$ cat src/rtl/matrix_pkg.sv
// -----------------------------------------------------------------------------
// matrix_pkg
//   Shared types and sizing helpers for the matrix multiply-accumulate engine.
//   state_e : engine FSM states
//   acc_w() : accumulator width that cannot overflow for a K-term dot product
//   idx_w() : index width for a count of n items (never below 1 bit)
// -----------------------------------------------------------------------------
package matrix_pkg;

    typedef enum logic [1:0] {
        ST_IDLE = 2'd0,
        ST_LOAD = 2'd1,
        ST_MAC  = 2'd2,
        ST_OUT  = 2'd3
    } state_e;

    function automatic int acc_w(input int data_w, input int k);
        return 2 * data_w + $clog2(k);
    endfunction

    function automatic int idx_w(input int n);
        return (n > 1) ? $clog2(n) : 1;
    endfunction

endpackage

$ cat src/rtl/matrix_mac.sv
// -----------------------------------------------------------------------------
// matrix_mac
//   One multiply-accumulate lane: acc <= (clr ? 0 : acc) + a*x, updated only
//   while en_i is high, so the result holds once accumulation stops.
//   Optional build macro: MATRIX_SIGNED_EN -- operands are two's complement and
//   the product is sign-extended; otherwise operands are unsigned and the
//   product is zero-extended.
// Ports
//   clk    in   clock, rising edge
//   rst    in   synchronous reset, active-high (clears the accumulator)
//   en_i   in   perform one multiply-accumulate this cycle
//   clr_i  in   first term of a new dot product (discard the old sum)
//   a_i    in   coefficient operand
//   x_i    in   data operand
//   acc_o  out  registered accumulator
// -----------------------------------------------------------------------------
module matrix_mac
    import matrix_pkg::*;
#(
    parameter int DATA_W = 8,
    parameter int ACC_W  = 18
) (
    input  logic              clk,
    input  logic              rst,
    input  logic              en_i,
    input  logic              clr_i,
    input  logic [DATA_W-1:0] a_i,
    input  logic [DATA_W-1:0] x_i,
    output logic [ACC_W-1:0]  acc_o
);

    logic [ACC_W-1:0] prod_ext;
    logic [ACC_W-1:0] acc_q;
    logic [ACC_W-1:0] acc_d;

`ifdef MATRIX_SIGNED_EN
    logic signed [2*DATA_W-1:0] prod_s;

    always_comb begin
        prod_s   = $signed({{DATA_W{a_i[DATA_W-1]}}, a_i})
                 * $signed({{DATA_W{x_i[DATA_W-1]}}, x_i});
        // Size cast of a signed value sign-extends into the accumulator.
        prod_ext = ACC_W'(prod_s);
    end
`else
    logic [2*DATA_W-1:0] prod_u;

    always_comb begin
        prod_u   = {{DATA_W{1'b0}}, a_i} * {{DATA_W{1'b0}}, x_i};
        prod_ext = ACC_W'(prod_u);
    end
`endif

    always_comb begin
        acc_d = clr_i ? prod_ext : (acc_q + prod_ext);
    end

    always_ff @(posedge clk) begin
        if (rst) begin
            acc_q <= '0;
        end else if (en_i) begin
            acc_q <= acc_d;
        end
    end

    assign acc_o = acc_q;

endmodule

$ cat src/rtl/matrix_mac_engine.sv
// -----------------------------------------------------------------------------
// matrix_mac_engine
//   Computes P = A x X. A (ROWS x K) is written through a register port while
//   idle; X (K x COLS) streams in column-major over valid/ready. Each result
//   element leaves on a valid/ready stream tagged with its row and column.
//   Optional build macro: MATRIX_SIGNED_EN -- A, X and results are two's
//   complement (default build: unsigned).
// Ports
//   clk        in   clock, rising edge
//   rst        in   synchronous reset, active-high
//   start      in   begin a job (honoured only when idle)
//   coef_we    in   coefficient write strobe (honoured only when idle)
//   coef_addr  in   coefficient address, row-major r*K+k
//   coef_data  in   coefficient value
//   x_valid    in   X element valid
//   x_ready    out  engine accepts an X element
//   x_data     in   X element
//   p_valid    out  result valid
//   p_ready    in   downstream accepts result
//   p_data     out  result P[p_row][p_col]
//   p_row      out  result row index
//   p_col      out  result column index
//   busy       out  job in progress
//   done       out  one-cycle pulse after the final result handshake
//
// State | Meaning
// ------+-------------------------------------------------------------
// IDLE  | waiting for start; coefficient writes accepted
// LOAD  | accepting K elements of the current X column into xbuf
// MAC   | K cycles of multiply-accumulate for the current row
// OUT   | result presented, held until p_ready
// -----------------------------------------------------------------------------
module matrix_mac_engine
    import matrix_pkg::*;
#(
    parameter  int DATA_W = 8,
    parameter  int K      = 4,
    parameter  int ROWS   = 4,
    parameter  int COLS   = 8,
    parameter  int ACC_W  = acc_w(DATA_W, K),
    localparam int AW     = idx_w(ROWS * K),
    localparam int KW     = idx_w(K),
    localparam int RW     = idx_w(ROWS),
    localparam int CW     = idx_w(COLS)
) (
    input  logic              clk,
    input  logic              rst,
    input  logic              start,
    input  logic              coef_we,
    input  logic [AW-1:0]     coef_addr,
    input  logic [DATA_W-1:0] coef_data,
    input  logic              x_valid,
    output logic              x_ready,
    input  logic [DATA_W-1:0] x_data,
    output logic              p_valid,
    input  logic              p_ready,
    output logic [ACC_W-1:0]  p_data,
    output logic [RW-1:0]     p_row,
    output logic [CW-1:0]     p_col,
    output logic              busy,
    output logic              done
);

    state_e            state_q, state_d;
    logic [KW-1:0]     k_q, k_d;
    logic [RW-1:0]     row_q, row_d;
    logic [CW-1:0]     col_q, col_d;
    logic              done_q, done_d;

    logic [DATA_W-1:0] coef_q [ROWS*K];
    logic [DATA_W-1:0] xbuf_q [K];

    logic              coef_wr;
    logic              x_wr;
    logic              mac_en;
    logic              mac_clr;
    logic [AW-1:0]     coef_idx;
    logic [ACC_W-1:0]  acc;

    assign coef_idx = AW'(int'(row_q) * K + int'(k_q));

    always_comb begin
        state_d = state_q;
        k_d     = k_q;
        row_d   = row_q;
        col_d   = col_q;
        done_d  = 1'b0;
        coef_wr = 1'b0;
        x_wr    = 1'b0;
        mac_en  = 1'b0;
        mac_clr = 1'b0;

        case (state_q)
            ST_IDLE: begin
                // Coefficients are only writable here, so they stay frozen for a job.
                coef_wr = coef_we;
                if (start) begin
                    state_d = ST_LOAD;
                    k_d     = '0;
                    row_d   = '0;
                    col_d   = '0;
                end
            end

            ST_LOAD: begin
                if (x_valid) begin
                    x_wr = 1'b1;
                    if (k_q == KW'(K - 1)) begin
                        k_d     = '0;
                        row_d   = '0;
                        state_d = ST_MAC;
                    end else begin
                        k_d = k_q + KW'(1);
                    end
                end
            end

            ST_MAC: begin
                mac_en  = 1'b1;
                mac_clr = (k_q == '0);
                if (k_q == KW'(K - 1)) begin
                    k_d     = '0;
                    state_d = ST_OUT;
                end else begin
                    k_d = k_q + KW'(1);
                end
            end

            ST_OUT: begin
                if (p_ready) begin
                    if (row_q == RW'(ROWS - 1)) begin
                        row_d = '0;
                        if (col_q == CW'(COLS - 1)) begin
                            state_d = ST_IDLE;
                            done_d  = 1'b1;
                        end else begin
                            col_d   = col_q + CW'(1);
                            k_d     = '0;
                            state_d = ST_LOAD;
                        end
                    end else begin
                        row_d   = row_q + RW'(1);
                        state_d = ST_MAC;
                    end
                end
            end

            default: begin
                state_d = ST_IDLE;
            end
        endcase
    end

    always_ff @(posedge clk) begin
        if (rst) begin
            state_q <= ST_IDLE;
            k_q     <= '0;
            row_q   <= '0;
            col_q   <= '0;
            done_q  <= 1'b0;
            for (int i = 0; i < ROWS * K; i++) begin
                coef_q[i] <= '0;
            end
            for (int i = 0; i < K; i++) begin
                xbuf_q[i] <= '0;
            end
        end else begin
            state_q <= state_d;
            k_q     <= k_d;
            row_q   <= row_d;
            col_q   <= col_d;
            done_q  <= done_d;
            if (coef_wr) begin
                coef_q[coef_addr] <= coef_data;
            end
            if (x_wr) begin
                xbuf_q[k_q] <= x_data;
            end
        end
    end

    // The accumulator is idle outside MAC, so it doubles as the held output register.
    matrix_mac #(
        .DATA_W (DATA_W),
        .ACC_W  (ACC_W)
    ) u_mac (
        .clk   (clk),
        .rst   (rst),
        .en_i  (mac_en),
        .clr_i (mac_clr),
        .a_i   (coef_q[coef_idx]),
        .x_i   (xbuf_q[k_q]),
        .acc_o (acc)
    );

    assign x_ready = (state_q == ST_LOAD);
    assign p_valid = (state_q == ST_OUT);
    assign busy    = (state_q != ST_IDLE);
    assign done    = done_q;
    assign p_data  = acc;
    assign p_row   = row_q;
    assign p_col   = col_q;

endmodule

$ cat config.mk
export PLATFORM = sky130hd
export DESIGN_NAME = matrix_mac_engine
export DESIGN_NICKNAME = d
export VERILOG_FILES = /design/src/rtl/matrix_pkg.sv /design/src/rtl/matrix_mac.sv /design/src/rtl/matrix_mac_engine.sv
export SDC_FILE = /design/constraint.sdc
export NUM_CORES = 1
export LEC_CHECK = 0
export ABC_AREA = 1
export CAP_MARGIN = 20
export CORE_UTILIZATION = 35
export DETAILED_ROUTE_END_ITERATION = 8
export PLACE_DENSITY = 0.5
export SLEW_MARGIN = 20
export SYNTH_ARGS = -nofsm -noshare
export SYNTH_HDL_FRONTEND = slang
export SYNTH_SLANG_ARGS = --single-unit
$ cat constraint.sdc
create_clock -name clk -period 7.1 [get_ports clk]
set_input_delay 1.775 -clock clk [delete_from_list [all_inputs] [get_ports clk]]
set_output_delay 1.775 -clock clk [all_outputs]
set_load 0.01 [all_outputs]
Word-level counts from Yosys, hierarchy flattened:

Memory sizes are Yosys's and may differ from the RTL's. A register that Yosys moved wholly into a read port is not among the register bits.
Cells that the tools add are included.

* register bits: 28
* memory bits (writable): 160
* bits of input ports: 26
* output and inout bits: 27
* logic and storage cells: 90
* memories kept: 2

Memories
* coef_q: depth 16, bits a word 8, read ports 1, clocked after Yosys merged registers in 0, wr ports 16, line matrix_mac_engine.sv:70 `logic [DATA_W-1:0] coef_q [ROWS*K];`
* xbuf_q: depth 4, bits a word 8, read ports 1, clocked after Yosys merged registers in 1, wr ports 4, line matrix_mac_engine.sv:71 `logic [DATA_W-1:0] xbuf_q [K];`

* add/subtract/negate cells: 5
* multipliers: 1
* equal/unequal tests: 13
* mux-type cells: 48
* bitwise logic cells: 3
* reductions and logical operators: 12

Operators with widths (count)
* $mux W2: 19
* $reduce_and A5 Y1: 4
* $add A18 B16 Y18: 1
* $mux W18: 1
* $mux W1: 17
* $mul A8 B8 Y16: 1
* $mux W8: 2
* $pmux W2 S4: 2
* $reduce_or A8 Y1: 2
* $mux W3: 4
* $eq A2 B2 Y1 const B: 4
* $ne A2 B2 Y1 const B: 4
* $ne A2 B1 Y1 const B: 3
* $pmux W2 S3: 1
* $pmux W3 S2: 1
* $add A2 B1 Y2 const B: 2
* $add A4 B2 Y4: 1
* $logic_not A2 Y1: 2
* $mux W4: 1
* $reduce_bool A2 Y1: 2
* $reduce_or A4 Y1: 1
* $add A3 B1 Y3 const B: 1
* $eq A3 B3 Y1 const B: 1
* $not A1 Y1: 3
* other kinds (2): 2

Depth between registers and ports, before layout:

* word-level depth: 7
* depth in mapped cells: 39
* depth with buffers taken out: 38

By module:

A second synthesis with hierarchy kept.

* cells, all modules: 1620
* area total of the unflattened synthesis: 12682.2 um2

Modules (own cells, without submodules)
* matrix_mac_engine: times used 1, cells an instance 952, area each 8529.4 um2, sequential area each 5044.8 um2
* matrix_mac: times used 1, cells an instance 668, area each 4152.7 um2, sequential area each 360.3 um2

Least setup slack after synthesis:

OpenSTA, ideal clock, no wires.

* path kind: reg2reg
* start point: register k_q[0]
* end point: register u_mac.acc_q[17] (netlist: u_mac.acc_o[17])
* library setup time: 0.115 ns
* arrival time: 5.424 ns
* required time: 6.985 ns
* slack: 1.561 ns
* cell stages (with the launch flop): 34
* buffers on the path: 2
* period minus slack after synthesis: 5.539 ns
* cell sequence: dfxtp_1 inv_2 buf_6 buf_4 o21ai_1 o22ai_1 nand2_1 nand3_2 nand2_4 nor2_2 fa_1 inv_1 fa_1 inv_1 fa_1 inv_1 fa_1 inv_1 ha_1 nand2_1 nand2_1 nand2_1 nand2_1 nand2_1 nand4_1 and2_1 ha_1 a21oi_1 nor2_1 o21ai_0 nor2b_1 nand2_1 a21oi_1 nor2_1

* longest elaborated chain between the ends: 5
* elaborated cells on any way between the ends: 7
* those cells by class: 2 x add/sub; 1 x mul; 2 x mux; 1 x reduce/logical; 1 x memory

Ends and longest elaborated chain
* start: declaration: line matrix_mac_engine.sv:65 `logic [KW-1:0] k_q, k_d;`
* start signal: assignment: line matrix_mac_engine.sv:169 `k_q <= k_d;`
* $add A4 B2 Y4: line matrix_mac_engine.sv:80 `assign coef_idx = AW'(int'(row_q) * K + int'(k_q));`
* $mem_v2 Z16 W8
* $mul A8 B8 Y16: line matrix_mac.sv:49 `prod_u = {{DATA_W{1'b0}}, a_i} * {{DATA_W{1'b0}}, x_i};`
* $add A18 B16 Y18: line matrix_mac.sv:55 `acc_d = clr_i ? prod_ext : (acc_q + prod_ext);`
* $mux W18 (*): line matrix_mac.sv:55
* end signal: assignment: line matrix_mac.sv:60 `acc_q <= '0;`
* end signal: assignment: line matrix_mac.sv:62 `acc_q <= acc_d;`
* end: declaration: line matrix_mac.sv:33 `logic [ACC_W-1:0] acc_q;`

Mark *: on every way between the ends. The rest lies on a longest branch, timed or not.
A chain may end at the register's enable or synchronous reset.

Final worst setup path:

Same ends and word-level chain as after synthesis.

==> metrics.txt <==
area leader, netlist=edfxtp_1; Post-synth EDFFs=160; Synth async-reset ratio=0%; post-route ant nets=0; fin crit share=90.5%; status=finished, final reports clean; Clock Skews=0.0137 ns; Fmax achieved=0.156 GHz; Crit path required time=7.46 ns; max-capacitance violation count=0; hold_buf cts=0; row cnt=66; initial core utilization=35.9%; Slew HR=29.9%; Worst Hold Class=reg -> reg; Die Y=186 um; root buf cell=clkbuf_16; register bit total from synthesis=190; crit-path max cell delay=0.54 ns; Nets=1563; slowest stage cell, crit path=fa_1; total global-route track usage=19.8%; Synth cell types=48; vias in the first global route=9003; Via-to-Cell Ratio=4.90; Post-CTS Resized=0; die area=34500 um2; first-pass GRT wire length=51000 um; commonest non-fill, non-tap cells in the layout=nor2_1 (323), nand2_1 (276), edfxtp_1 (160); drt initial violations=855; RD Place Congestion=0.841; Vias=9271; total core area=32900 um2; layout cells sized above 1=6.00%; syn_nets=1524; commonest non-fill, non-tap cell in the layout=nor2_1; Setup Total Neg Slack=0 ns; drt wl/cell=17.0 um; Worst Reg-to-Reg Cells=30; post-synthesis sequential area ratio=45.8%; CTS sink cnt=190; clock tree buffer depth=2; Die X=186 um; Area contributors post-synth=edfxtp_1 (41%), nor2_1 (10%), nand2_1 (8.8%), ha_1 (6.7%), fa_1 (6.3%); antenna violations before repair=0; TritonRoute pass-1 iters=5; crit end category=flop; Crit Path Max Fanout=67; Mean Syn Cell Area=8.45 um2; Final Setup Violations=0; post-route DRC violation count=0; Final Slew Violations=0; largest net degree at the start of global routing=68; Buffers on Ports=52; slew at the pin with the worst max-slew slack=1.05 ns; min Tclk post-route=6.43 ns; FF-to-FF setup slack=0.67 ns; cell mode on critical path=nand2_1; WL final=32200 um; H-tree Lvls=4; Reg clk slew, reported paths=0.08 ns; final hold violations=0; CTS tree=done; ant diodes=0; RSZ-0062 raised after global routing=false; CP arrival=6.79 ns; Setup Buffers After CTS=0; worst skew pair latency=0.46 ns; hold path depth=2; Filler cells=3385; Cell Area, Synth=11800 um2; Syn-to-layout area delta=12.7%; Inserted Clock Buffers=17; crit start category=flop; crit path kind=reg -> reg; ys flop type=edfxtp_1; Gate Count Post-Synth=1398; YS warnings=0; Synth top area share=40.7%; Remaining Overflow, GRT=0; dpl hpwl=22900 um; io pins=53
-- state kept, by name, summed over array words and instances, names as in the netlist, named ones only --
signal,count
state_q,2
p_col,3
coef_q,128
done,1
xbuf_q,32
u_mac.acc_o,18
p_row,2
k_q,2
-- final cells by class --
| type | count | area [um2] | share of cell area (%) |
|---|---|---|---|
| Timing Repair Buffer | 68 | 641 | 4.81 |
| Inverter | 168 | 631 | 4.74 |
| Multi-Input combinational cell | 992 | 5500 | 41.3 |
| Clock inverter | 15 | 155 | 1.17 |
| Sequential cell | 190 | 5410 | 40.6 |
| Tap cell | 442 | 553 | 4.16 |
| Clock buffer | 17 | 425 | 3.20 |
-- logic make-up after synthesis --
logic type,share of synthesized area [%]
buf+inv,7.66
flops,45.8
compound gates,8.14
simple gates,24.9
fa+ha+maj,13.0
xor+xnor,0.593
-- critical path: cells and delay by family, from the launching register on --
family	cells	cell delay [ns]
flops	1	0.33
simple gates	14	1.47
compound gates	5	0.94
fa+ha+maj	6	2.76
buf+inv	5	0.77
-- per-layer routing --
metal  global-route usage (%)  up-vias  share of wire, %  routed length [um]
met4                     5.97        0               1.8                 568
li1                         -     4629                 -                   -
met1                     29.0     4372                50               16000
met2                     30.1      231                44               14100
met5                        0        -                 0                   0
met3                     2.74       39               4.6                1480
-- metrics by stage --
step                util, %  hold WS (ns)  instances  setup slack (ns)  instance area [um2]
finish                 40.5         0.488       1892             0.671                13300
global route           40.5         0.508       1892            0.0672                13300
CTS                    40.5         0.494       1892             0.498                13300
detailed placement     38.7         0.483       1860             0.540                12700
global placement       38.7         0.475       1860             0.534                12700
floorplan                 -         0.501       1398              1.56                11800
-- path summary, 6_finish.rpt --
check,start,endpoint
min,p_col[1],p_col[1]
max,k_q[0],u_mac.acc_o[17]
max reg2reg,k_q[0],u_mac.acc_o[17]
min reg2reg,p_col[1],p_col[1]
-- cells in the mapped netlist, types with 2 or more instances --
cell and instances:
a21oi_1 40, or2_0 2, nand2_2 4, inv_1 154, or2_2 3, nand3_1 62, buf_6 3, dfxtp_1 30
a211oi_1 3, o22ai_2 2, a32o_1 2, o22ai_1 27, or2_1 2, nand2_1 276, o21ai_1 25, ha_1 63
xor2_1 7, a31oi_1 4, nand3b_1 6, inv_2 11, fa_1 37, nor2_2 8, buf_8 2, o21ai_0 48
buf_2 17, and2_1 9, nor2_1 323, o21ai_2 3, nor3_1 9, buf_4 7, nand2_4 2, nand3_2 4
clkbuf_1 18, clkinv_1 3, nand4_1 6, a32oi_1 5, edfxtp_1 160
Power is not shown: default switching activity piles up to over one toggle a cycle in this logic, so the estimate is an artifact.
